<file path="src/rtl/scoreboard_tracker_pkg.sv">
// Shared types and sizing for the register scoreboard tracker.
package scoreboard_tracker_pkg;

   localparam int unsigned SB_NUM_REGS = 32;
   localparam int unsigned SB_RD_W     = 5;
   localparam int unsigned SB_CNT_W    = 2;

   typedef struct packed {
      logic              valid;
      logic [SB_RD_W-1:0] rd;
   } sb_event_t;

   typedef logic [SB_CNT_W-1:0] sb_cnt_t;

endpackage

</file>
<file path="src/rtl/scoreboard_tracker_if.sv">
// Issue, writeback and squash events in; scoreboard status out.
interface scoreboard_tracker_if;
   import scoreboard_tracker_pkg::*;

   logic                   iss_a_valid;
   logic [SB_RD_W-1:0]     iss_a_rd;
   logic                   iss_b_valid;
   logic [SB_RD_W-1:0]     iss_b_rd;
   logic                   wb_a_valid;
   logic [SB_RD_W-1:0]     wb_a_rd;
   logic                   wb_b_valid;
   logic [SB_RD_W-1:0]     wb_b_rd;
   logic                   kill_a_valid;
   logic [SB_RD_W-1:0]     kill_a_rd;
   logic                   kill_b_valid;
   logic [SB_RD_W-1:0]     kill_b_rd;
   logic [SB_NUM_REGS-1:0] scoreboard;
   logic [SB_NUM_REGS-1:0] sat;
   logic                   idle;
   logic                   err;

   modport master (
      output iss_a_valid, iss_a_rd, iss_b_valid, iss_b_rd,
      output wb_a_valid, wb_a_rd, wb_b_valid, wb_b_rd,
      output kill_a_valid, kill_a_rd, kill_b_valid, kill_b_rd,
      input  scoreboard, sat, idle, err
   );

   modport slave (
      input  iss_a_valid, iss_a_rd, iss_b_valid, iss_b_rd,
      input  wb_a_valid, wb_a_rd, wb_b_valid, wb_b_rd,
      input  kill_a_valid, kill_a_rd, kill_b_valid, kill_b_rd,
      output scoreboard, sat, idle, err
   );

endinterface

</file>
<file path="src/rtl/scoreboard_tracker_sb_reg_counter.sv">
// Saturating in-flight writer counter for one architectural register.
module sb_reg_counter
   import scoreboard_tracker_pkg::*;
#(
   parameter int unsigned CNT_W = SB_CNT_W
) (
   input  logic       clk,
   input  logic       rst_n,
   input  logic [1:0] i_inc,
   input  logic [2:0] i_dec,
   output logic       o_busy,
   output logic       o_sat,
   output logic       o_ovf,
   output logic       o_unf
);

   localparam int unsigned W = CNT_W + 3;
   localparam logic signed [W-1:0] MaxCnt = W'((2 ** CNT_W) - 1);

   logic [CNT_W-1:0]      r_cnt;
   logic [CNT_W-1:0]      w_cnt_d;
   logic signed [W-1:0]   w_next;

   always_comb begin
      // Issue and retire in the same cycle net out before clamping.
      w_next  = $signed(W'(r_cnt)) + $signed(W'(i_inc)) - $signed(W'(i_dec));
      o_ovf   = w_next > MaxCnt;
      o_unf   = w_next[W-1];
      w_cnt_d = w_next[CNT_W-1:0];
      if (o_ovf) begin
         w_cnt_d = '1;
      end else if (o_unf) begin
         w_cnt_d = '0;
      end
   end

   always_ff @(posedge clk or negedge rst_n) begin
      if (!rst_n) begin
         r_cnt <= '0;
      end else begin
         r_cnt <= w_cnt_d;
      end
   end

   assign o_busy = |r_cnt;
   assign o_sat  = &r_cnt;

endmodule

</file>
<file path="src/rtl/scoreboard_tracker.sv">
// Per-register in-flight writer tracking for the dual-issue hazard unit.
module scoreboard_tracker
   import scoreboard_tracker_pkg::*;
#(
   parameter int unsigned NUM_REGS = SB_NUM_REGS,
   parameter int unsigned CNT_W    = SB_CNT_W
) (
   input  logic                  clk,
   input  logic                  rst_n,
   scoreboard_tracker_if.slave   io_sb
);

   sb_event_t           w_iss [2];
   sb_event_t           w_ret [4];
   logic [NUM_REGS-1:0] w_busy;
   logic [NUM_REGS-1:0] w_sat;
   logic [NUM_REGS-1:0] w_ovf;
   logic [NUM_REGS-1:0] w_unf;
   logic                r_err;

   assign w_iss[0] = {io_sb.iss_a_valid, io_sb.iss_a_rd};
   assign w_iss[1] = {io_sb.iss_b_valid, io_sb.iss_b_rd};
   assign w_ret[0] = {io_sb.wb_a_valid, io_sb.wb_a_rd};
   assign w_ret[1] = {io_sb.wb_b_valid, io_sb.wb_b_rd};
   assign w_ret[2] = {io_sb.kill_a_valid, io_sb.kill_a_rd};
   assign w_ret[3] = {io_sb.kill_b_valid, io_sb.kill_b_rd};

   // x0 has no counter, so rd==0 events fall through unmatched.
   assign w_busy[0] = 1'b0;
   assign w_sat[0]  = 1'b0;
   assign w_ovf[0]  = 1'b0;
   assign w_unf[0]  = 1'b0;

   for (genvar r = 1; r < NUM_REGS; r++) begin : g_reg
      logic [1:0] w_inc;
      logic [2:0] w_dec;

      always_comb begin
         w_inc = '0;
         w_dec = '0;
         for (int i = 0; i < 2; i++) begin
            if (w_iss[i].valid && w_iss[i].rd == SB_RD_W'(r)) w_inc = w_inc + 2'd1;
         end
         for (int i = 0; i < 4; i++) begin
            if (w_ret[i].valid && w_ret[i].rd == SB_RD_W'(r)) w_dec = w_dec + 3'd1;
         end
      end

      sb_reg_counter #(
         .CNT_W (CNT_W)
      ) u_cnt (
         .clk    (clk),
         .rst_n  (rst_n),
         .i_inc  (w_inc),
         .i_dec  (w_dec),
         .o_busy (w_busy[r]),
         .o_sat  (w_sat[r]),
         .o_ovf  (w_ovf[r]),
         .o_unf  (w_unf[r])
      );
   end

   always_ff @(posedge clk or negedge rst_n) begin
      if (!rst_n) begin
         r_err <= 1'b0;
      end else begin
         r_err <= r_err | (|w_ovf) | (|w_unf);
      end
   end

   assign io_sb.scoreboard = w_busy;
   assign io_sb.sat        = w_sat;
   assign io_sb.idle       = ~|w_busy;
   assign io_sb.err        = r_err;

endmodule

</file>
<file path="src/flat_wrapper.sv">
// flat-port wrapper written by rule: the top's interface ports become plain ports
module scoreboard_tracker_flat import scoreboard_tracker_pkg::*;
#(
   parameter int unsigned NUM_REGS = SB_NUM_REGS,
   parameter int unsigned CNT_W    = SB_CNT_W
)
  (clk, rst_n, io_sb_iss_a_valid, io_sb_iss_a_rd, io_sb_iss_b_valid, io_sb_iss_b_rd, io_sb_wb_a_valid, io_sb_wb_a_rd, io_sb_wb_b_valid, io_sb_wb_b_rd, io_sb_kill_a_valid, io_sb_kill_a_rd, io_sb_kill_b_valid, io_sb_kill_b_rd, io_sb_scoreboard, io_sb_sat, io_sb_idle, io_sb_err);
  scoreboard_tracker_if io_sb_i ();
  input  logic clk;
  input  logic rst_n;
  input wire logic [$bits(io_sb_i.iss_a_valid)-1:0] io_sb_iss_a_valid;
  input wire logic [$bits(io_sb_i.iss_a_rd)-1:0] io_sb_iss_a_rd;
  input wire logic [$bits(io_sb_i.iss_b_valid)-1:0] io_sb_iss_b_valid;
  input wire logic [$bits(io_sb_i.iss_b_rd)-1:0] io_sb_iss_b_rd;
  input wire logic [$bits(io_sb_i.wb_a_valid)-1:0] io_sb_wb_a_valid;
  input wire logic [$bits(io_sb_i.wb_a_rd)-1:0] io_sb_wb_a_rd;
  input wire logic [$bits(io_sb_i.wb_b_valid)-1:0] io_sb_wb_b_valid;
  input wire logic [$bits(io_sb_i.wb_b_rd)-1:0] io_sb_wb_b_rd;
  input wire logic [$bits(io_sb_i.kill_a_valid)-1:0] io_sb_kill_a_valid;
  input wire logic [$bits(io_sb_i.kill_a_rd)-1:0] io_sb_kill_a_rd;
  input wire logic [$bits(io_sb_i.kill_b_valid)-1:0] io_sb_kill_b_valid;
  input wire logic [$bits(io_sb_i.kill_b_rd)-1:0] io_sb_kill_b_rd;
  output wire logic [$bits(io_sb_i.scoreboard)-1:0] io_sb_scoreboard;
  output wire logic [$bits(io_sb_i.sat)-1:0] io_sb_sat;
  output wire logic [$bits(io_sb_i.idle)-1:0] io_sb_idle;
  output wire logic [$bits(io_sb_i.err)-1:0] io_sb_err;
  assign io_sb_i.iss_a_valid = io_sb_iss_a_valid;
  assign io_sb_i.iss_a_rd = io_sb_iss_a_rd;
  assign io_sb_i.iss_b_valid = io_sb_iss_b_valid;
  assign io_sb_i.iss_b_rd = io_sb_iss_b_rd;
  assign io_sb_i.wb_a_valid = io_sb_wb_a_valid;
  assign io_sb_i.wb_a_rd = io_sb_wb_a_rd;
  assign io_sb_i.wb_b_valid = io_sb_wb_b_valid;
  assign io_sb_i.wb_b_rd = io_sb_wb_b_rd;
  assign io_sb_i.kill_a_valid = io_sb_kill_a_valid;
  assign io_sb_i.kill_a_rd = io_sb_kill_a_rd;
  assign io_sb_i.kill_b_valid = io_sb_kill_b_valid;
  assign io_sb_i.kill_b_rd = io_sb_kill_b_rd;
  assign io_sb_scoreboard = io_sb_i.scoreboard;
  assign io_sb_sat = io_sb_i.sat;
  assign io_sb_idle = io_sb_i.idle;
  assign io_sb_err = io_sb_i.err;
  scoreboard_tracker #(.NUM_REGS(NUM_REGS), .CNT_W(CNT_W)) u_core (.clk(clk), .rst_n(rst_n), .io_sb(io_sb_i));
endmodule
</file>
<file path="config.mk">
export PLATFORM = sky130hd
export DESIGN_NAME = scoreboard_tracker_flat
export DESIGN_NICKNAME = d
export VERILOG_FILES = /design/src/rtl/scoreboard_tracker_pkg.sv /design/src/rtl/scoreboard_tracker_if.sv /design/src/rtl/scoreboard_tracker_sb_reg_counter.sv /design/src/rtl/scoreboard_tracker.sv /design/src/flat_wrapper.sv
export SDC_FILE = /design/constraint.sdc
export NUM_CORES = 1
export LEC_CHECK = 0
export BUFFER_PORTS_ARGS = -buffer_cell sky130_fd_sc_hd__buf_2
export CAP_MARGIN = 20
export CORE_UTILIZATION = 60
export DETAILED_ROUTE_END_ITERATION = 10
export PLACE_DENSITY_LB_ADDON = 0.08
export SYNTH_ARGS = -nofsm -noshare
export SYNTH_HDL_FRONTEND = slang
export SYNTH_HIERARCHICAL = 1
export SYNTH_SLANG_ARGS = --single-unit
</file>
<file path="constraint.sdc">
create_clock -name clk -period 8 [get_ports clk]
set_clock_uncertainty 0.2 [all_clocks]
set_input_delay 1.2 -clock clk [delete_from_list [all_inputs] [get_ports clk]]
set_output_delay 1.2 -clock clk [all_outputs]
set_load 0.1 [all_outputs]
</file>
======== Word level (Yosys, flattened, before mapping) ========
Index checks and enable logic that the tools add are counted.
word-level totals
  register bits after elaboration ......... 63
  input port bits ......................... 38
  logic and storage cells ................. 937
cells by class
  $add $sub $neg .......................... 186
  $lt $le $gt $ge ......................... 31
  eq/ne operators ......................... 186
  mux-type cells .......................... 248
  bitwise logic cells ..................... 2
  reduce and logical (&&, ||, !) cells .... 252
operator list
  kind                                                  number
  equality test 5 bit (second input constant)           96
  two-way mux 3 bit                                     93
  equality test 5 x 4 -> 1 bit (second input constant)  48
  adder 3 x 1 -> 3 bit (second input constant)          62
  logical AND 1 bit                                     186
  two-way mux 2 bit                                     93
  > comparator 5 x 3 -> 1 bit (second input constant)   31
  subtractor 5 x 4 -> 5 bit                             31
  adder 1 x 1 -> 2 bit (second input constant)          62
  equality test 5 x 3 -> 1 bit (second input constant)  24
  adder 2 x 2 -> 3 bit                                  31
  two-way mux 1 bit                                     62
  AND reduction 2 bit                                   31
  OR reduction 2 bit                                    31
  OR reduction 31 bit                                   2
  OR reduction 62 bit                                   1
  equality test 5 x 2 -> 1 bit (second input constant)  12
  equality test 5 x 1 -> 1 bit (second input constant)  6
  bitwise OR 1 bit                                      2
  logical NOT 1 bit                                     1

======== Depth between registers and ports, before layout ========
Gate-level depths: netlist (run 1).
  depth in word-level cells ............... 14
  depth in mapped cells ................... 19

======== Cells and area by module ========
The synthesis (run 1) kept the hierarchy.
by module, submodules not included
  module              times used  cells each  area each (µm²)  seq. area each (µm²)
  scoreboard_tracker  1           1088        7348.3           25.0
  sb_reg_counter      31          27          234.0            50.0

======== Worst setup path before layout (run 1) ========
Ideal clock, no wire load.
  path kind ............................... input port to flip-flop
  start ................................... input io_sb_wb_b_rd[2]
  end ..................................... register u_core.r_err (netlist: u_core/io_sb.err)
  setup time .............................. 0.139 ns
  data arrival time ....................... 5.072 ns
  required time ........................... 7.661 ns
  setup slack ............................. 2.590 ns
  stages on the path ...................... 18
  buffers on the path ..................... 1
  cells stage by stage .................... clkbuf_1 -> nor2b_1 -> nand2_1 -> nor2_1 -> ha_1 -> or3_1 -> o21ai_0 -> ha_1 -> nor3_1 -> a31oi_1 -> fa_1 -> inv_1 -> fa_1 -> xnor2_1 -> a21oi_1 -> nor4_1 -> nand4_1 -> or4_1
on the way
  word-level cells in the longest chain between the ends .. 12
  elaborated cells on any way between the ends .. 283
RTL lines
  element                          line                                     text
  start, declared                  flat_wrapper.sv:18                       input wire logic [$bits(io_sb_i.wb_b_rd)-1:0] io_sb_wb_b_rd;
  equality test 5 x 3 -> 1 bit *   scoreboard_tracker.sv:45                 if (w_ret[i].valid && w_ret[i].rd == SB_RD_W'(r)) w_dec = w_dec + 3'd1;
  logical AND 1 bit *              scoreboard_tracker.sv:45
  two-way mux 3 bit *              scoreboard_tracker.sv:45
  adder 3 x 1 -> 3 bit             scoreboard_tracker.sv:45
  two-way mux 3 bit *              scoreboard_tracker.sv:45
  adder 3 x 1 -> 3 bit             scoreboard_tracker.sv:45
  two-way mux 3 bit *              scoreboard_tracker.sv:45
  via u_core.g_reg[6].w_dec[1]     scoreboard_tracker.sv:36                 logic [2:0] w_dec;
  subtractor 5 x 4 -> 5 bit *      scoreboard_tracker_sb_reg_counter.sv:26  w_next = $signed(W'(r_cnt)) + $signed(W'(i_inc)) - $signed(W'(i_dec));
  > comparator 5 x 3 -> 1 bit *    scoreboard_tracker_sb_reg_counter.sv:27  o_ovf = w_next > MaxCnt;
  via u_core.w_ovf[6]              scoreboard_tracker.sv:17                 logic [NUM_REGS-1:0] w_ovf;
  OR reduction 31 bit *            scoreboard_tracker.sv:67                 r_err <= r_err | (|w_ovf) | (|w_unf);
  bitwise OR 1 bit * (2 in a row)  scoreboard_tracker.sv:67
  end signal, assigned             scoreboard_tracker.sv:67
  end, declared                    scoreboard_tracker.sv:19                 logic r_err;
Mark *: on every way through the listed nets, which the timed path passes. The rest lies on a longest branch.

======== Final worst setup path (run 1) ========
  start ................................... input io_sb_kill_a_valid
  end ..................................... register u_core.r_err (netlist: u_core/io_sb.err)
on the way
  word-level cells in the longest chain between the ends .. 9
  elaborated cells on any way between the ends .. 190
RTL lines
  element                          line                                     text
  start, declared                  flat_wrapper.sv:19                       input wire logic [$bits(io_sb_i.kill_a_valid)-1:0] io_sb_kill_a_valid;
  logical AND 1 bit *              scoreboard_tracker.sv:45
  two-way mux 3 bit *              scoreboard_tracker.sv:45
  adder 3 x 1 -> 3 bit             scoreboard_tracker.sv:45
  two-way mux 3 bit *              scoreboard_tracker.sv:45
  via u_core.g_reg[25].w_dec[1]    scoreboard_tracker.sv:36
  subtractor 5 x 4 -> 5 bit *      scoreboard_tracker_sb_reg_counter.sv:26
  > comparator 5 x 3 -> 1 bit *    scoreboard_tracker_sb_reg_counter.sv:27
  via u_core.w_ovf[25]             scoreboard_tracker.sv:17
  OR reduction 31 bit *            scoreboard_tracker.sv:67
  bitwise OR 1 bit * (2 in a row)  scoreboard_tracker.sv:67
Marks and branches as above.

==> results by stage, run 1 <==
Global routing:
- The all-layer global routing usage is 37.6%.
- Entering global routing, the biggest net connects 64 pins.
- The total overflow left after global routing is 0.
- The number of global-route vias before repair came to 12700.
- The number of antenna violations at the first check in global routing was 0.
- The global-route wire length before repair is about 70000 um.

Floorplan:
- around 100 I/O pins were placed.
- The area of the core is 23700 um2.
- The die covers 25000 um2.
- In this run the core area contains 56 standard-cell rows.
- The vertical die dimension is 158 um.
- Once the floorplan was initialized, standard cells occupied 61.7% of the core.
- The die is 158 um wide.

Synthesis:
- The cell area that synthesis handed to floorplanning was 14600 um2.
- The xor/xnor cell area share of the yosys netlist is under 10%.
- The main combinational cell family by area after synthesis is adder cells.
- The adder-cell share of the synthesized area is 29.8%.
- The dominant cell by count in the synthesized netlist is sky130_fd_sc_hd__inv_1.
- Yosys mapped a number of flops with a built-in enable equal to 0.
- The simple-gate share of the synthesized area is approximately a quarter.
- Summing the areas of all compound-gate instances in the mapped netlist gives 18.7% of the synthesized area.
- Counting flops with an async set or reset pin after synthesis yields a share of 100%.
- After technology mapping, the gate count stands at 1925.
- The count of synthesis-stage warnings from yosys is 6.
- The share of the Yosys chip area taken by registers is between 10% and 20%.
- The count of state elements after synthesis is 63.
- After synthesis, the cell types taking the most area are sky130_fd_sc_hd__ha_1 21%, sky130_fd_sc_hd__dfrtp_1 11%, sky130_fd_sc_hd__fa_1 8.5%.
- Of the post-synthesis cell area, the part taken by muxes is 0%.
- The mean instance size in the synthesized netlist is 7.59 um2.
- The cell taking the most area after synthesis is sky130_fd_sc_hd__ha_1.
- The number of distinct standard cells referenced by the synthesized netlist is 59.
- By count the netlist is led by 319 x sky130_fd_sc_hd__inv_1, 248 x sky130_fd_sc_hd__ha_1, 205 x sky130_fd_sc_hd__nor2_1.
- The synthesized design devotes to its leading area cell type a little over a fifth of total area.
- The most used flip-flop cell after synthesis is sky130_fd_sc_hd__dfrtp_1.

Detailed routing:
- The detailed router's first-iteration violation count is approximately 1800.
- In the final routed layout, each cell accounts on average for 20.2 um.
- Once detail routing completed, the nets flagged for antenna violations numbered 0.
- For this run, the detailed router's first-pass iteration total came to 6.
- The final routed wirelength across all metal layers is 45900 um.
- The post-detailed-route DRC marker count is 0.
- The number of vias in the routed layout is 14200.
- In the routed layout, each cell is associated on average with a via count of 6.26.

Min path:
- The cell depth of the worst min-delay path is 3.
- The startpoint of the lowest-slack hold path is u_core/io_sb.err.
- The path class of the tightest hold or removal check is reg -> reg.

Place:
- At the end of routability-driven placement, the weighted congestion stood at ~1.
- The sum of net half-perimeters after detailed placement is 36700 um.
- In this run the tool buffered the top-level ports with slightly above 100 buffer cells.
- At the placement stage, the worst setup path has a slack of 1810 ps.
- The number of placed cells counting well taps is 2250.
- The placed instance area is approximately 15000 um2.

Clock tree:
- The clock-pin transition on the worst setup and hold timing paths is 60 ps.
- The longest clock path from root to sink contains 2 buffers.
- The number of buffers inserted during clock tree synthesis is 9.
- The hold-fix buffer count after cts is 0.
- For the worst-skew pair, the clock arrives at the later sink with an insertion delay of 350 ps.
- The number of buffers inserted by post-CTS setup repair is 0.
- CTS saw 63 sinks.
- The clock tree synthesis step divided the H-tree into 3 levels.
- The clock tree from TritonCTS is yes.
- Once the clock tree was built, the resizer swapped 0 gates to a different size.
- The tree is rooted in a sky130_fd_sc_hd__clkbuf_16.

STA:
- The setup-violating endpoint count in the final report is 0.
- The shortest period the worst path allows is 5930 ps.
- The final hold violation count is 0.
- The post-route setup TNS is 0 ps.
- The final number of max-transition violations was 0.
- The setup slack after layout is 2070 ps.
- Based on the critical path, the design can be clocked at up to 0.169 GHz.
- The worst path uses between 70% and 80% of the clock period.
- Setup repair after global routing left no endpoint under its margin.
- For the pin with the worst max-slew slack, the measured transition is 1130 ps.
- In this run the tightest slew margin relative to its limit is 24.7%.

Finish:
- In the final layout, the multi-input gates occupy approximately 11000 um2.
- The count of filler cells inserted in the layout is 2134.
- The fraction of final layout cells with drive strength greater than 1 is about a tenth.
- The number of antenna diodes is 0.
- With fillers left out, the area of the finished cells amounts to ~15000 um2.
- The number of cells in the finished layout apart from fillers is 2266.
- For this run, the post-layout net count is 2290.
- The sequential standard cell area is approximately 1600 um2.
- The relative area change from synthesis to final layout is 5.73%.

Critical path:
- The most critical setup path has its startpoint at io_sb_kill_a_valid.
- In this run the worst path has a maximum fanout of 16.
- Walking the worst path, the cells encountered are buf_2, nand4bb_1, o21ai_0, o21ai_0, ha_1, nor3_1, a21oi_1, fa_1, inv_1, fa_1, xnor2_1, a21oi_1, nor4_1, nand4_1, or4_1.
- The worst setup path is launched from an input port.
- The slowest cell on the critical path is sky130_fd_sc_hd__nand4bb_1.
- For this run, the slowest stage of the critical path takes 700 ps.
- The critical path runs through a total of 15 cells.
- For the worst flop-to-flop path, the logic depth is 9.
- The required time reported for the critical path endpoint is between 8000 and 9000 ps.
- The classification of the worst setup path is in -> reg.
- The slack of the worst reg-to-reg path is 4600 ps.
- In this run the critical register-to-register path is launched from u_core/g_reg[15].u_cnt/r_cnt[1].
- At the worst endpoint, the arrival time is 5940 ps.
- STA classifies the critical path endpoint as a flop.
- The buffer and inverter count on the worst path is 2.
- The category of cells accounting for the largest share of critical-path delay is simple AND/OR/NAND/NOR gates.

Run:
- The number of violations of the max-capacitance limit is 0.

Power:
- The cell area power density is 302 nW/um2.
- The analysis attributes to cell leakage a power of 0.00721 uW.
- IR analysis of the VDD net gives a maximum drop of approximately 440 uV.
- The completed layout was analyzed and its total power is 4660 uW.

Outcome:
- The run finished with clean final reports.
-- final cells by class --
type,instances,share of cell area [%]
clock buffers,11,1.64
clock inverters,5,0.365
inverters,319,7.76
multi-input cells,1431,73.3
flip-flops and latches,63,10.2
well taps,319,2.59
repair buffers,118,4.10
-- tightest hold or removal path, delay by kind of cell, from the launching register on --
family / cells / cell delay, ps
and+or+nand+nor: 3 / 270
DFF: 1 / 410
-- layout by cell type (no fill, tap or decap), drive strengths merged, types with 3 or more instances in the layout --
| cell | instances |
|---|---|
| and4b | 6 |
| nor2 | 206 |
| a32o | 13 |
| and4bb | 5 |
| o31ai | 12 |
| o2111ai | 4 |
| nor3 | 51 |
| nor2b | 20 |
| fa | 62 |
| o2111a | 26 |
| a21boi | 4 |
| a21oi | 104 |
| clkbuf | 11 |
| nand2b | 22 |
| o32ai | 4 |
| nand4 | 45 |
| a22oi | 62 |
| ha | 248 |
| xor2 | 55 |
| nand4bb | 7 |
| or3 | 8 |
| or2 | 5 |
| and2 | 35 |
| nand2 | 117 |
| o221a | 4 |
| o32a | 35 |
| dfrtp | 63 |
| nand4b | 8 |
| nand3 | 94 |
| nor4 | 23 |
| buf | 118 |
| inv | 319 |
| xnor2 | 35 |
| o21ai | 58 |
| clkinv | 3 |
| and3 | 7 |
| a221oi | 26 |
-- per-stage QoR --
| step | utilization [%] | hold WS (ps) |
|---|---|---|
| after floorplan | - | 704 |
| after global placement | 63.9 | 489 |
| after detailed placement | 63.9 | 472 |
| after CTS | 65.2 | 489 |
| after global routing | 65.2 | 537 |
| final | 65.2 | 515 |
-- sequential cells by signal, summed over array words and instances (netlist names) --
| register | cells |
|---|---|
| u_core/io_sb.err | 1 |
| u_core/g.u_cnt/r_cnt | 62 |
-- power breakdown --
group | switching [uW] | total [uW] | internal, uW
Combinational | 2700 | 3710 | 1000
Sequential | 38.2 | 532 | 494
Clock | 161 | 418 | 258
Total | 2900 | 4660 | 1760
-- final timing paths --
| path | end |
|---|---|
| max in group asynchronous | u_core/g_reg[5].u_cnt/r_cnt[0] |
| min in group asynchronous | u_core/g_reg[28].u_cnt/r_cnt[0] |
| min | u_core/io_sb.err |
| max | u_core/io_sb.err |
| min reg2reg | u_core/io_sb.err |
| max reg2reg | u_core/io_sb.err |
-- logic make-up (layout without fill, tap and decap cells) --
| group | after synthesis | count (layout) |
|---|---|---|
| AOI/OAI and AO/OA | 358 | 358 |
| xor gates and xnor gates | 90 | 90 |
| adders and majority gates | 310 | 310 |
| buffers and inverters | 432 | 453 |
| DFF | 63 | 63 |
| other | 1 | 2 |
| and+or+nand+nor | 671 | 671 |
-- per-layer routing --
layer,GRT usage [%],part of all wire (%),up-vias
li1,-,-,6693
met1,53.0,43,6676
met2,58.7,43,720
met3,5.58,10,89
met4,12.2,3.1,0
met5,0,0,-
(Power assumes the default switching activity.)
==> run 2, diff against run 1 <==
--- a/config.mk
+++ b/config.mk
@@ -5,6 +5,7 @@
 export SDC_FILE = /design/constraint.sdc
 export NUM_CORES = 1
 export LEC_CHECK = 0
+export ABC_AREA = 1
 export BUFFER_PORTS_ARGS = -buffer_cell sky130_fd_sc_hd__buf_2
 export CAP_MARGIN = 20
 export CORE_UTILIZATION = 60
==> constraint.sdc (replaced) <==
create_clock -name clk -period 5.9 [get_ports clk]
set_clock_uncertainty 0.2 [all_clocks]
set_input_delay 0.885 -clock clk [delete_from_list [all_inputs] [get_ports clk]]
set_output_delay 0.885 -clock clk [all_outputs]
set_load 0.1 [all_outputs]
==> run 2 against run 1 <==
Net effect: core utilization increased by 1.1 points; via count increased by 8.4%; routed wire length decreased by 5.2%; global-route usage decreased by 3.9 points; area after synthesis increased by 6.2%; hold slack improved by 22 ps; critical path depth increased by 10; non-clock buffer count decreased by 5; total power increased by 48%; count of clock-buffer cells in the layout decreased by 1; critical path type unchanged; largest power group unchanged; highest routed layer is now met5.
==> results by stage, run 2 <==
STA:
- The post-route setup TNS came to 0 ps (unchanged).
- The final period utilization is between 80% and 90%.
- The final number of max-transition violations came to 0 (unchanged).
- The transition at the pin with the smallest max-transition slack was 919 ps (-210 ps).
- The worst slew margin relative to its limit is 38.7% (+14 points).
- The final hold violation count is 0 (unchanged).
- Subtracting the final worst setup slack from the clock period gives between 4000 and 5000 ps.
- Setup repair after global routing left no endpoint under its margin.
- The setup-violating endpoint count in the final report came to 0 (unchanged).
- The maximum clock frequency is 0.210 GHz.

Detailed routing:
- The post-detailed-route DRC marker count is 0 (unchanged).
- The detail-routed net length per standard cell is 13.9 um (-32%).
- The number of vias in the routed layout is 15400 (+8.4%).
- The detailed router's first-iteration violation count is 1150 (-36%).
- The count of nets left with antenna violations after detail routing is 0 (unchanged).
- The final routed wirelength across all metal layers is 43500 um (-5.2%).
- The average vias per placed instance is 4.90 (-22%).
- The number of search-and-repair iterations in the first detailed-routing pass is 7 (+1).

Critical path:
- The delay contributed by the slowest stage of the critical path is 510 ps (-190 ps).
- The highest net fanout along the worst path came to 13 (-3).
- The required time reported for the critical path endpoint is 5940 ps (-2080 ps).
- The data arrival at the endpoint of the critical path is 4800 ps (-1140 ps).
- The buffer and inverter count on the worst path was 5 (+3).
- The slowest cell on the critical path is sky130_fd_sc_hd__fa_1.
- The slack of the worst reg-to-reg path is 3050 ps (-1550 ps).
- The classification of the worst setup path is in -> reg.
- In this run the critical register-to-register path is launched from u_core/g_reg[6].u_cnt/r_cnt[1].
- Among cell families on the critical path, the largest total delay comes from simple AND/OR/NAND/NOR gates.
- The endpoint of the lowest-slack register-to-register path is u_core/io_sb.err.
- STA classifies the critical path startpoint as an input port.
- The number of logic stages on the critical path including buffering is 25 (+10).
- The critical path capture point type is a flop.
- The critical path's most frequent cell is sky130_fd_sc_hd__nand2_1.
- Following the worst setup path forward leads to its endpoint at u_core/io_sb.err.
- In this run the worst setup path begins at io_sb_wb_a_rd[4].
- The cell count of the worst reg-to-reg path is 13 (+4).

Synthesis:
- The count of state elements after synthesis was 63 (unchanged).
- The area fraction of the dominant cell type after synthesis is 20.0% (-1.2 points).
- The dominant cell by count in the synthesized netlist is sky130_fd_sc_hd__inv_1.
- In the synthesized netlist the dominant register cell turns out to be sky130_fd_sc_hd__dfrtp_1.
- The number of distinct standard cells referenced by the synthesized netlist came to 27 (-54%).
- After synthesis, the cell types taking the most area are sky130_fd_sc_hd__ha_1 20%, sky130_fd_sc_hd__inv_1 18%, sky130_fd_sc_hd__nand2_1 18%.
- The sequential element share of the synthesized area is 10.2% (-0.63 points).
- The netlist area before placement is 15500 um2 (+6.2%).
- In the synthesized netlist, the cells that appear most often are 744 x sky130_fd_sc_hd__inv_1, 732 x sky130_fd_sc_hd__nand2_1, 345 x sky130_fd_sc_hd__nor2_1.
- The mean instance size in the synthesized netlist came to 5.77 um2 (-24%).
- The async set or reset register ratio after synthesis came to 100% (unchanged).
- The instance count of the mapped netlist is 2685 (+39%).
- The number of flops mapped to enable cells by yosys came to 0 (unchanged).
- The count of synthesis-stage warnings from yosys was 6 (unchanged).
- sky130_fd_sc_hd__ha_1 takes more of the synthesized area than any other cell.

Floorplan:
- The starting density of the core came to 61.4% (-0.27 points).
- The vertical die dimension is 163 um (+3.0%).
- The width of the die is 163 um (+3.0%).
- The area of the die is 26500 um2 (+6.1%).
- The count of boundary I/O pins is 104 (unchanged).
- The standard-cell row count is 58 (+3.6%).
- The area of the core is 25300 um2 (+6.6%).

Finish:
- The fraction of final layout cells with drive strength greater than 1 is 11.1% (+0.94 points).
- The count of filler cells inserted in the layout came to 2389 (+12%).
- The most common cell after layout, fill and taps aside is sky130_fd_sc_hd__inv_1.
- The most flop-heavy register is u_core/g.u_cnt/r_cnt.
- The flip-flop count of the largest register after layout is 62 (unchanged).
- The sequential standard cell area is 1580 um2 (unchanged).
- The area of combinational cells with multiple inputs is 10800 um2 (-4.4%).
- The top cell types in the final layout, fill and taps aside, are 744 x sky130_fd_sc_hd__inv_1, 732 x sky130_fd_sc_hd__nand2_1, 345 x sky130_fd_sc_hd__nor2_1, 248 x sky130_fd_sc_hd__ha_1, 196 x sky130_fd_sc_hd__nand3_1.
- The relative area change from synthesis to final layout is 8.05%.
- The final net count is 3143 (+37%).

Place:
- The count of buffers inserted at the top-level ports is 101 (unchanged).
- The sum of net half-perimeters after detailed placement is 36600 um (-0.32%).
- The final weighted congestion of routability-driven global placement is 1.01 (+3.6%).

Global routing:
- The routing usage on met3 came to 5.68% (+0.094 points).
- The met2 track demand over resource is 56.0% (-2.7 points).
- The total congestion overflow is 0 (unchanged).
- The global-route wire length before repair came to 69100 um (-2.4%).
- The maximum number of pins on one net before global-route repair was 64 (unchanged).
- The all-layer global routing usage is 33.7% (-3.9 points).
- The number of global-route vias before repair is 14300 (+12%).
- The global-route layer with the greatest usage is met2.
- The global-route track usage on met1 was 44.8% (-8.2 points).
- The number of antenna violations at the first check in global routing is 6 (+6).

Power:
- The combinational share of power was 80.2% (+0.6 points).
- The post-route total power is 6920 uW (+48%).
- The internal power is 2600 uW (+48%).
- The relative contribution of the clock network to total power is 8.5% (-0.5 points).
- The cell area power density is 413 nW/um2 (+37%).
- The fraction of power consumed by sequential logic is 11.3% (about the same).
- The leakage power summed over all cells came to 0.0105 uW (+46%).
- The switching power total is 4320 uW (+49%).
- The fraction of power spent switching nets is 62.4% (+0.10 points).
- The highest ir drop seen on vdd came to 422 uV (-4.0%).

Clock tree:
- The number of buffers inserted during clock tree synthesis is 9 (unchanged).
- The post-cts repair resize count was 0 (unchanged).
- The insertion delay of the later-clocked pin in the worst-skew pair is 350 ps (about the same).
- The number of buffers inserted by post-CTS setup repair is 0 (unchanged).
- TritonCTS built the clock tree.
- The clock net sink count is 63 (unchanged).
- The hold-fix buffer count after cts came to 0 (unchanged).
- The cell sitting at the root of the clock tree is a sky130_fd_sc_hd__clkbuf_16.
- The H-tree depth came to 3 (unchanged).
- The clock-pin transition on the worst setup and hold timing paths came to 60 ps (about the same).
- The largest buffer count on any clock path is 2 (unchanged).

Min path:
- The path type of the worst min-delay path is in -> async.

Run:
- The number of violations of the max-capacitance limit was 0 (unchanged).

Outcome:
- The flow ran to the end, and the final reports show no timing, DRC or antenna violations.
-- run 2: changes by cell type in the layout (fill, tap and decap cells not counted), moves of 32 or more --
cell	change
sky130_fd_sc_hd__a22oi_1	-62
sky130_fd_sc_hd__nor2_1	+140
sky130_fd_sc_hd__nand2_1	+615
sky130_fd_sc_hd__nor3_1	-47
sky130_fd_sc_hd__xnor2_1	-32
sky130_fd_sc_hd__inv_1	+425
sky130_fd_sc_hd__inv_2	+36
sky130_fd_sc_hd__o21ai_0	-44
sky130_fd_sc_hd__nand2_2	+38
sky130_fd_sc_hd__nand3_1	+102
sky130_fd_sc_hd__o32a_1	-35
sky130_fd_sc_hd__nor2_2	+70
sky130_fd_sc_hd__a21oi_1	-73
sky130_fd_sc_hd__xor2_1	-55
-- run 2: worst register-to-register path: cells and delay by family, from the launching register on --
family                     cells  cell delay [ps]
and+or+nand+nor                9             1140
buffers and inverters          2              150
adders and majority gates      2              910
DFF                            1              350
-- run 2: cell type report --
type / count / share of cell area [%]
antenna: 6 / 0.0896
multi-input combinational: 1802 / 64.6
tap: 330 / 2.47
timing repair buffer: 113 / 3.56
clock buffer: 10 / 1.43
clock inverter: 6 / 0.359
inverter: 806 / 18.1
sequential: 63 / 9.41
-- run 2: per-layer routing --
metal  up-vias  share of wire (%)
li1       7983                  -
met1      6882                 45
met2       433                 45
met3        62                7.7
met4         2                2.4
met5         -              0.030
-- run 2: cell families after synthesis --
kind of cell    count (synthesis)  share of synthesized area, %
other cells                     1                        0.0242
compound gates                 17                         0.597
buf+inv                       821                          20.0
simple gates                 1470                          41.0
xor+xnor                        3                         0.170
fa+ha+maj                     310                          28.0
flops                          63                          10.2
-- run 2: per-stage QoR --
step	hold WS, ps	instances	cell area, um2	utilization (%)	setup slack [ps]
final	537	3136	16700	66.3	1140
after global routing	621	3132	16700	66.3	836
after CTS	589	3130	16700	66.3	1190
after detailed placement	750	3114	16400	65.1	842
after global placement	743	3114	16400	65.1	822
after floorplan	389	2686	15500	-	1600
-- run 2: worst min-delay path by stage --
stage	from	to	slack, ps	cells after the start
after global routing	rst_n	u_core/g_reg[5].u_cnt/r_cnt[1]	620	2
after CTS	rst_n	u_core/g_reg[5].u_cnt/r_cnt[1]	590	2
final	rst_n	u_core/g_reg[5].u_cnt/r_cnt[1]	540	2
after global placement	u_core/io_sb.err	u_core/io_sb.err	740	6
after floorplan	rst_n	u_core/g_reg[10].u_cnt/r_cnt[0]	390	0
after detailed placement	u_core/io_sb.err	u_core/io_sb.err	750	6
-- run 2: power by group through the flow --
stage / Combinational (uW) / Clock, uW / Sequential [uW]
4_1_cts: 5550 / 606 / 784
3_3_place_gp: 5380 / 0 / 783
2_1_floorplan: 4550 / 0 / 769
6_report: 5550 / 589 / 781
3_5_place_dp: 5520 / 0 / 792
5_1_grt: 6170 / 620 / 807
